--- config.mk ---
export PLATFORM = sky130hd
export DESIGN_NAME = nvsram_pump_sequencer
export DESIGN_NICKNAME = d
export VERILOG_FILES = /design/src/rtl/nvsram_pkg.sv /design/src/rtl/nvsram_rr_arb.sv /design/src/rtl/nvsram_pump_sequencer.sv
export SDC_FILE = /design/constraint.sdc
export NUM_CORES = 1
export LEC_CHECK = 0
export ABC_AREA = 0
export CORE_MARGIN = 2
export CORE_UTILIZATION = 46
export DETAILED_ROUTE_END_ITERATION = 12
export PLACE_DENSITY = 0.76
export SLEW_MARGIN = 5
export SYNTH_ARGS = -nofsm -noshare
export SYNTH_HDL_FRONTEND = slang
export SYNTH_SLANG_ARGS = --single-unit
--- constraint.sdc ---
create_clock -name CLKI -period 1.9 [get_ports CLKI]
set_input_delay 0.285 -clock CLKI [delete_from_list [all_inputs] [get_ports CLKI]]
set_output_delay 0.285 -clock CLKI [all_outputs]
set_load 0.02 [all_outputs]
--- src/rtl/nvsram_pkg.sv ---
`default_nettype none
// ============================================================================
//  Module      : nvsram_pkg
//  Description : Shared types and constants for the NVSRAM pump sequencer.
//  Revision    : 1.0  initial release
// ============================================================================
package nvsram_pkg;

    localparam int TRIM_W = 16;

    localparam logic OP_STORE = 1'b0;
    localparam logic OP_RCL   = 1'b1;

    typedef enum logic [2:0] {
        ST_IDLE    = 3'd0,
        ST_SETUP   = 3'd1,
        ST_START   = 3'd2,
        ST_WAIT_HI = 3'd3,
        ST_WAIT_LO = 3'd4,
        ST_RECALL  = 3'd5,
        ST_DONE    = 3'd6
    } state_t;

    function automatic int max4(input int a, input int b, input int c, input int d);
        int m;
        m = a;
        if (b > m) m = b;
        if (c > m) m = c;
        if (d > m) m = d;
        return m;
    endfunction

endpackage
`default_nettype wire

--- src/rtl/nvsram_rr_arb.sv ---
`default_nettype none
// ============================================================================
//  Module      : nvsram_rr_arb
//  Description : Two-requester round-robin picker; ptr names the favoured one.
//  Revision    : 1.0  initial release
// ============================================================================
module nvsram_rr_arb
    import nvsram_pkg::*;
(
    input  logic [1:0] req,
    input  logic       ptr,
    output logic       gnt,
    output logic       gnt_valid
);

    always_comb begin
        gnt       = 1'b0;
        gnt_valid = |req;
        if (req[ptr]) begin
            gnt = ptr;
        end else begin
            gnt = ~ptr;
        end
    end

endmodule
`default_nettype wire

--- src/rtl/nvsram_pump_sequencer.sv ---
`default_nettype none
// ============================================================================
//  Module      : nvsram_pump_sequencer
//  Description : Grants the shared NVSRAM charge pump to MEM1/MEM2 and
//                sequences STORE / RECALL operations through to completion.
//  Revision    : 1.0  initial release
// ============================================================================
module nvsram_pump_sequencer
    import nvsram_pkg::*;
#(
    parameter int SETUP_CYCLES  = 4,
    parameter int START_TIMEOUT = 64,
    parameter int STORE_TIMEOUT = 4096,
    parameter int RCL_CYCLES    = 16
) (
    input  logic              CLKI,
    input  logic              POR,
    input  logic [1:0]        REQ_STORE,
    input  logic [1:0]        REQ_RCL,
    input  logic [TRIM_W-1:0] TRIM_IN,
    input  logic              VSEBUSY,
    output logic [1:0]        ACK,
    output logic              ERR,
    output logic              MEM1_ENT,
    output logic              MEM2_ENT,
    output logic              BUSYNVC,
    output logic              VSESTART,
    output logic              RCLT,
    output logic [TRIM_W-1:0] TRIM,
    output logic              BUSY
);

    localparam int c_cnt_w = $clog2(max4(STORE_TIMEOUT, START_TIMEOUT,
                                         RCL_CYCLES, SETUP_CYCLES) + 1);

    // The START cycle counts as the first cycle of the VSEBUSY-rise window,
    // so the timeout lands START_TIMEOUT cycles after the VSESTART pulse.
    localparam logic [c_cnt_w-1:0] c_setup_ld = c_cnt_w'(SETUP_CYCLES - 1);
    localparam logic [c_cnt_w-1:0] c_start_ld = c_cnt_w'(START_TIMEOUT - 2);
    localparam logic [c_cnt_w-1:0] c_store_ld = c_cnt_w'(STORE_TIMEOUT - 1);
    localparam logic [c_cnt_w-1:0] c_rcl_ld   = c_cnt_w'(RCL_CYCLES - 1);

    state_t               r_state;
    logic [c_cnt_w-1:0]   r_cnt;
    logic                 r_sel;
    logic                 r_op;
    logic                 r_rr_ptr;

    logic [1:0]           w_req;
    logic                 w_gnt;
    logic                 w_gnt_valid;
    logic                 w_gnt_op;
    logic                 w_to_done;
    logic                 w_timeout;

    assign w_req    = REQ_STORE | REQ_RCL;
    assign w_gnt_op = REQ_RCL[w_gnt] ? OP_RCL : OP_STORE;

    nvsram_rr_arb u_arb (
        .req       (w_req),
        .ptr       (r_rr_ptr),
        .gnt       (w_gnt),
        .gnt_valid (w_gnt_valid)
    );

    // Exits into DONE, shared by the store-wait and recall paths.
    always_comb begin
        w_to_done = 1'b0;
        w_timeout = 1'b0;
        case (r_state)
            ST_WAIT_HI: begin
                if (!VSEBUSY && (r_cnt == '0)) begin
                    w_to_done = 1'b1;
                    w_timeout = 1'b1;
                end
            end
            ST_WAIT_LO: begin
                if (!VSEBUSY) begin
                    w_to_done = 1'b1;
                end else if (r_cnt == '0) begin
                    w_to_done = 1'b1;
                    w_timeout = 1'b1;
                end
            end
            ST_RECALL: begin
                if (r_cnt == '0) begin
                    w_to_done = 1'b1;
                end
            end
            default: begin
                w_to_done = 1'b0;
                w_timeout = 1'b0;
            end
        endcase
    end

    always_ff @(posedge CLKI) begin
        if (POR) begin
            r_state  <= ST_IDLE;
            r_cnt    <= '0;
            r_sel    <= 1'b0;
            r_op     <= OP_STORE;
            r_rr_ptr <= 1'b0;
            ACK      <= 2'b00;
            ERR      <= 1'b0;
            MEM1_ENT <= 1'b0;
            MEM2_ENT <= 1'b0;
            BUSYNVC  <= 1'b0;
            VSESTART <= 1'b0;
            RCLT     <= 1'b0;
            TRIM     <= '0;
            BUSY     <= 1'b0;
        end else if (w_to_done) begin
            r_state  <= ST_DONE;
            r_cnt    <= '0;
            ACK      <= r_sel ? 2'b10 : 2'b01;
            ERR      <= w_timeout;
            MEM1_ENT <= 1'b0;
            MEM2_ENT <= 1'b0;
            BUSYNVC  <= 1'b0;
            RCLT     <= 1'b0;
        end else begin
            case (r_state)
                ST_IDLE: begin
                    if (w_gnt_valid) begin
                        r_state  <= ST_SETUP;
                        r_cnt    <= c_setup_ld;
                        r_sel    <= w_gnt;
                        r_op     <= w_gnt_op;
                        TRIM     <= TRIM_IN;
                        MEM1_ENT <= ~w_gnt;
                        MEM2_ENT <= w_gnt;
                        BUSYNVC  <= 1'b1;
                        BUSY     <= 1'b1;
                    end
                end
                ST_SETUP: begin
                    if (r_cnt == '0) begin
                        if (r_op == OP_RCL) begin
                            r_state <= ST_RECALL;
                            r_cnt   <= c_rcl_ld;
                            RCLT    <= 1'b1;
                        end else begin
                            r_state  <= ST_START;
                            r_cnt    <= '0;
                            VSESTART <= 1'b1;
                        end
                    end else begin
                        r_cnt <= r_cnt - 1'b1;
                    end
                end
                ST_START: begin
                    r_state  <= ST_WAIT_HI;
                    r_cnt    <= c_start_ld;
                    VSESTART <= 1'b0;
                end
                ST_WAIT_HI: begin
                    if (VSEBUSY) begin
                        r_state <= ST_WAIT_LO;
                        r_cnt   <= c_store_ld;
                    end else begin
                        r_cnt <= r_cnt - 1'b1;
                    end
                end
                ST_WAIT_LO: begin
                    r_cnt <= r_cnt - 1'b1;
                end
                ST_RECALL: begin
                    r_cnt <= r_cnt - 1'b1;
                end
                ST_DONE: begin
                    r_state  <= ST_IDLE;
                    r_cnt    <= '0;
                    r_rr_ptr <= ~r_sel;
                    ACK      <= 2'b00;
                    ERR      <= 1'b0;
                    BUSY     <= 1'b0;
                end
                default: begin
                    r_state <= ST_IDLE;
                    r_cnt   <= '0;
                end
            endcase
        end
    end

endmodule
`default_nettype wire

==> flow_summary.ini <==
[clock_network]
clockBufferDepth = 2
cts_made_buffers = 5
h-tree-depth = 2
ctsHoldBuffers = 0
cts_tree = done
root_buffer = clkbuf_8
clk_pin_slew_ps = 90
insertion_delay_ps = 310
cts_sinks = 44

[floorplan]
io_pins = 48
die-height_um = 73.8
start_util_pct = 47.5
dieArea_um2 = 5450
die_w_um = 73.8
core_um2 = 4720
num_rows = 25

[place]
io_buffer_count = 47
gp_congestion = 0.884
hpwl_um = 4390
post-place-ws_ps = -18.1

[cells_and_area]
antenna_cells = 0
syn2layout_area_growth_pct = 37.5
drive_gt1_share_pct = 14.4
fill_cells = 405
fin_nets = 376

[sta]
setup_tns_ps = 0
clock_skew_ps = 11.2
tightest_slew_ps = 462
slew_headroom_pct = 69.0
finalCritPeriodShare_pct = 96.7
hold_viol = 0
worst_slack_ps = 61.8
post-route-min-period_ps = 1840
whs_ps = 456
finalMaxSlewViolations = 0
setup_viol = 0
max_clock_freq_mhz = 544

[routing]
via_count = 2365
wl_um = 6260
detail_route.first_pass.iterations = 4
ant_nets = 0
post-route-drc-count = 0
vias_per_cell = 5.63
wl_per_cell_um = 14.9
drt_iter0_markers = 173

[synth]
ys_seq_area_share_pct = 39.3
async_reset_ff_share_pct = 0
synth.area.top_cells = dfxtp_1 (39%), nand2_1 (9.7%), a21oi_1 (8.7%)
syn-instance-count = 291
synth-compound-area-share_pct = 23.9
ys_types = 47
synthMuxAreaShare_pct = 0
ys.flop_type = dfxtp_1
synthAdderAreaFrac_pct = 0.558
synthXorXnorAreaFrac_pct = 1.56
syn_nets = 315
synth_area_um2 = 2240
synth-seq-cells = 44
synthSimpleGateAreaFrac_pct = 29.2
synth_top_family_by_area = simple AND/OR/NAND/NOR gates
avgSynthCellArea_um2 = 7.70
synth_top_area_share_pct = 39.3
yosys.area.top_type = dfxtp_1
synth_edf_count = 0
yosys_warnings = 0

[worst_hold_path]
hold_end = TRIM[11]$_SDFFE_PP0P_
hold_depth = 2
hold_start = TRIM[11]$_SDFFE_PP0P_
hold_path.class = flop to flop

[setup_path]
worst_r2r_endpoint = ACK[1]$_SDFFE_PP0P_
crit_path_end_kind = flop
required_ps = 2140
worstSetupPathType = flop to flop
regToRegStartpoint = r_cnt[1]$_SDFFE_PP0N_
start_kind = flop
rrSetupSlack_ps = 60
path_max_fanout = 5
arrival_ps = 2080
rr_worst_depth = 8

[global_route]
gr-total-overflow = 0
grt_usage_pct = 23.0
grt_pass1_wl_um = 9710
grt_start_max_net_pins = 25
grt_antenna_before_repair = 0
grt_pass1_vias = 2057

[pwr]
p_per_area_nw_per_um2 = 1830
power_mw = 5.64
ir_drop_mv = 1.54
p_leak_nw = 1.18

[flow_run]
maxCapViolations = 0

[status]
status = finished clean
## power breakdown
| group | internal, mW | switching [mW] | total (mW) |
|---|---|---|---|
| Combinational | 1.49 | 1.85 | 3.34 |
| Sequential | 1.22 | 0.316 | 1.53 |
| Clock | 0.430 | 0.341 | 0.771 |
## cells in the final DEF (no fill, tap or decap), types with 3 or more instances in the layout
cell             Yosys  routed
a31oi_1              4       4
nand2b_1             5       5
dfxtp_1             44      42
a221oi_1             5       3
nand2_1             58      58
nor2b_1              7       7
nand3b_1             4       4
inv_1                5       3
and3_1               3       3
a21oi_1             39      39
nor2_1              23      23
a211oi_1             7       7
nor3_1               7       7
o21ai_0             17      17
nand3_1              3       3
o21a_1               4       4
buf_4                1      25
clkbuf_8             0       6
clkdlybuf4s50_1      0      47
o211ai_1             3       3
nor4_1               5       4
## kinds of logic after synthesis
family | count (synthesis)
simple gates | 129
fa+ha+maj | 1
buf+inv | 25
compound gates | 88
flops | 44
xor+xnor | 4
## how the worst max path moves through the flow
stage                          start                     to  slack [ps]  cells after the start
6_report       r_cnt[1]$_SDFFE_PP0N_    ACK[1]$_SDFFE_PP0P_          60                      8
2_1_floorplan  r_cnt[0]$_SDFFE_PP0N_  r_cnt[4]$_SDFFE_PP0N_          50                      8
4_1_cts        r_cnt[0]$_SDFFE_PP0N_  r_cnt[4]$_SDFFE_PP0N_          30                      7
3_5_place_dp                 VSEBUSY  r_cnt[1]$_SDFFE_PP0N_         -20                      6
3_3_place_gp                 VSEBUSY  r_cnt[1]$_SDFFE_PP0N_           9                      6
5_1_grt        r_cnt[1]$_SDFFE_PP0N_    ACK[1]$_SDFFE_PP0P_         -10                      8
## synthesized netlist by cell type (2+ instances only)
library cell,instances
nand2_1,58
dfxtp_1,44
a21oi_1,39
nor2_1,23
o21ai_0,17
clkbuf_1,9
buf_2,8
a211oi_1,7
nor2b_1,7
nor3_1,7
a221oi_1,5
inv_1,5
nand2b_1,5
nor4_1,5
a31oi_1,4
nand3b_1,4
o21a_1,4
and3_1,3
nand3_1,3
o211ai_1,3
and2_1,2
buf_6,2
xnor2_1,2
xor2_1,2
## layer usage
layer  up-vias  share of wire [%]  GRT usage [%]  wire length [µm]
met3        13                5.1           5.08               318
met2        80                 48           36.2              3030
met4         0                1.9           7.88               122
met1      1122                 45           31.1              2790
li1       1150                  -              -                 -
met5         -                  0              0                 0
## worst max-delay path, cell delays in order, from the launching register on
cell and delay (ps):
dfxtp_1 320, inv_2 90, ha_4 140, nor4b_4 330, and4_4 340, a22oi_2 120
buf_4 190, nand2b_1 130, a21oi_1 110
## sequential cells by signal, indices dropped and copies added (netlist names)
register / cells
TRIM: 16
r_cnt: 13
VSESTART: 1
RCLT: 1
ERR: 1
MEM2_ENT: 1
r_sel: 1
MEM1_ENT: 1
BUSY: 1
BUSYNVC: 1
ACK: 2
r_op: 1
r_state: 3
r_rr_ptr: 1
## per-stage QoR
step / util [%] / instances / instance area [µm²]
2_1_floorplan: - / 291 / 2240
3_5_place_dp: 61.5 / 410 / 2910
6_report: 65.3 / 420 / 3080
3_3_place_gp: 61.5 / 410 / 2910
5_1_grt: 65.3 / 420 / 3080
4_1_cts: 64.1 / 418 / 3030
## area by class of cell
| type | instances | area [µm²] | area share, % |
|---|---|---|---|
| clock inverters | 2 | 38.8 | 1.26 |
| clock buffers | 6 | 82.6 | 2.68 |
| repair buffers | 74 | 698 | 22.6 |
| inverters | 5 | 18.8 | 0.609 |
| well taps | 67 | 83.8 | 2.72 |
| multi-input cells | 222 | 1280 | 41.4 |
| flip-flops and latches | 44 | 883 | 28.7 |
## repair_timing
action,in CTS,in global routing
buffers inserted,0,2
endpoints found under the setup margin,0,21
endpoints found under the hold margin,0,0
gates resized for setup,0,11
(Power assumes the default switching activity.)
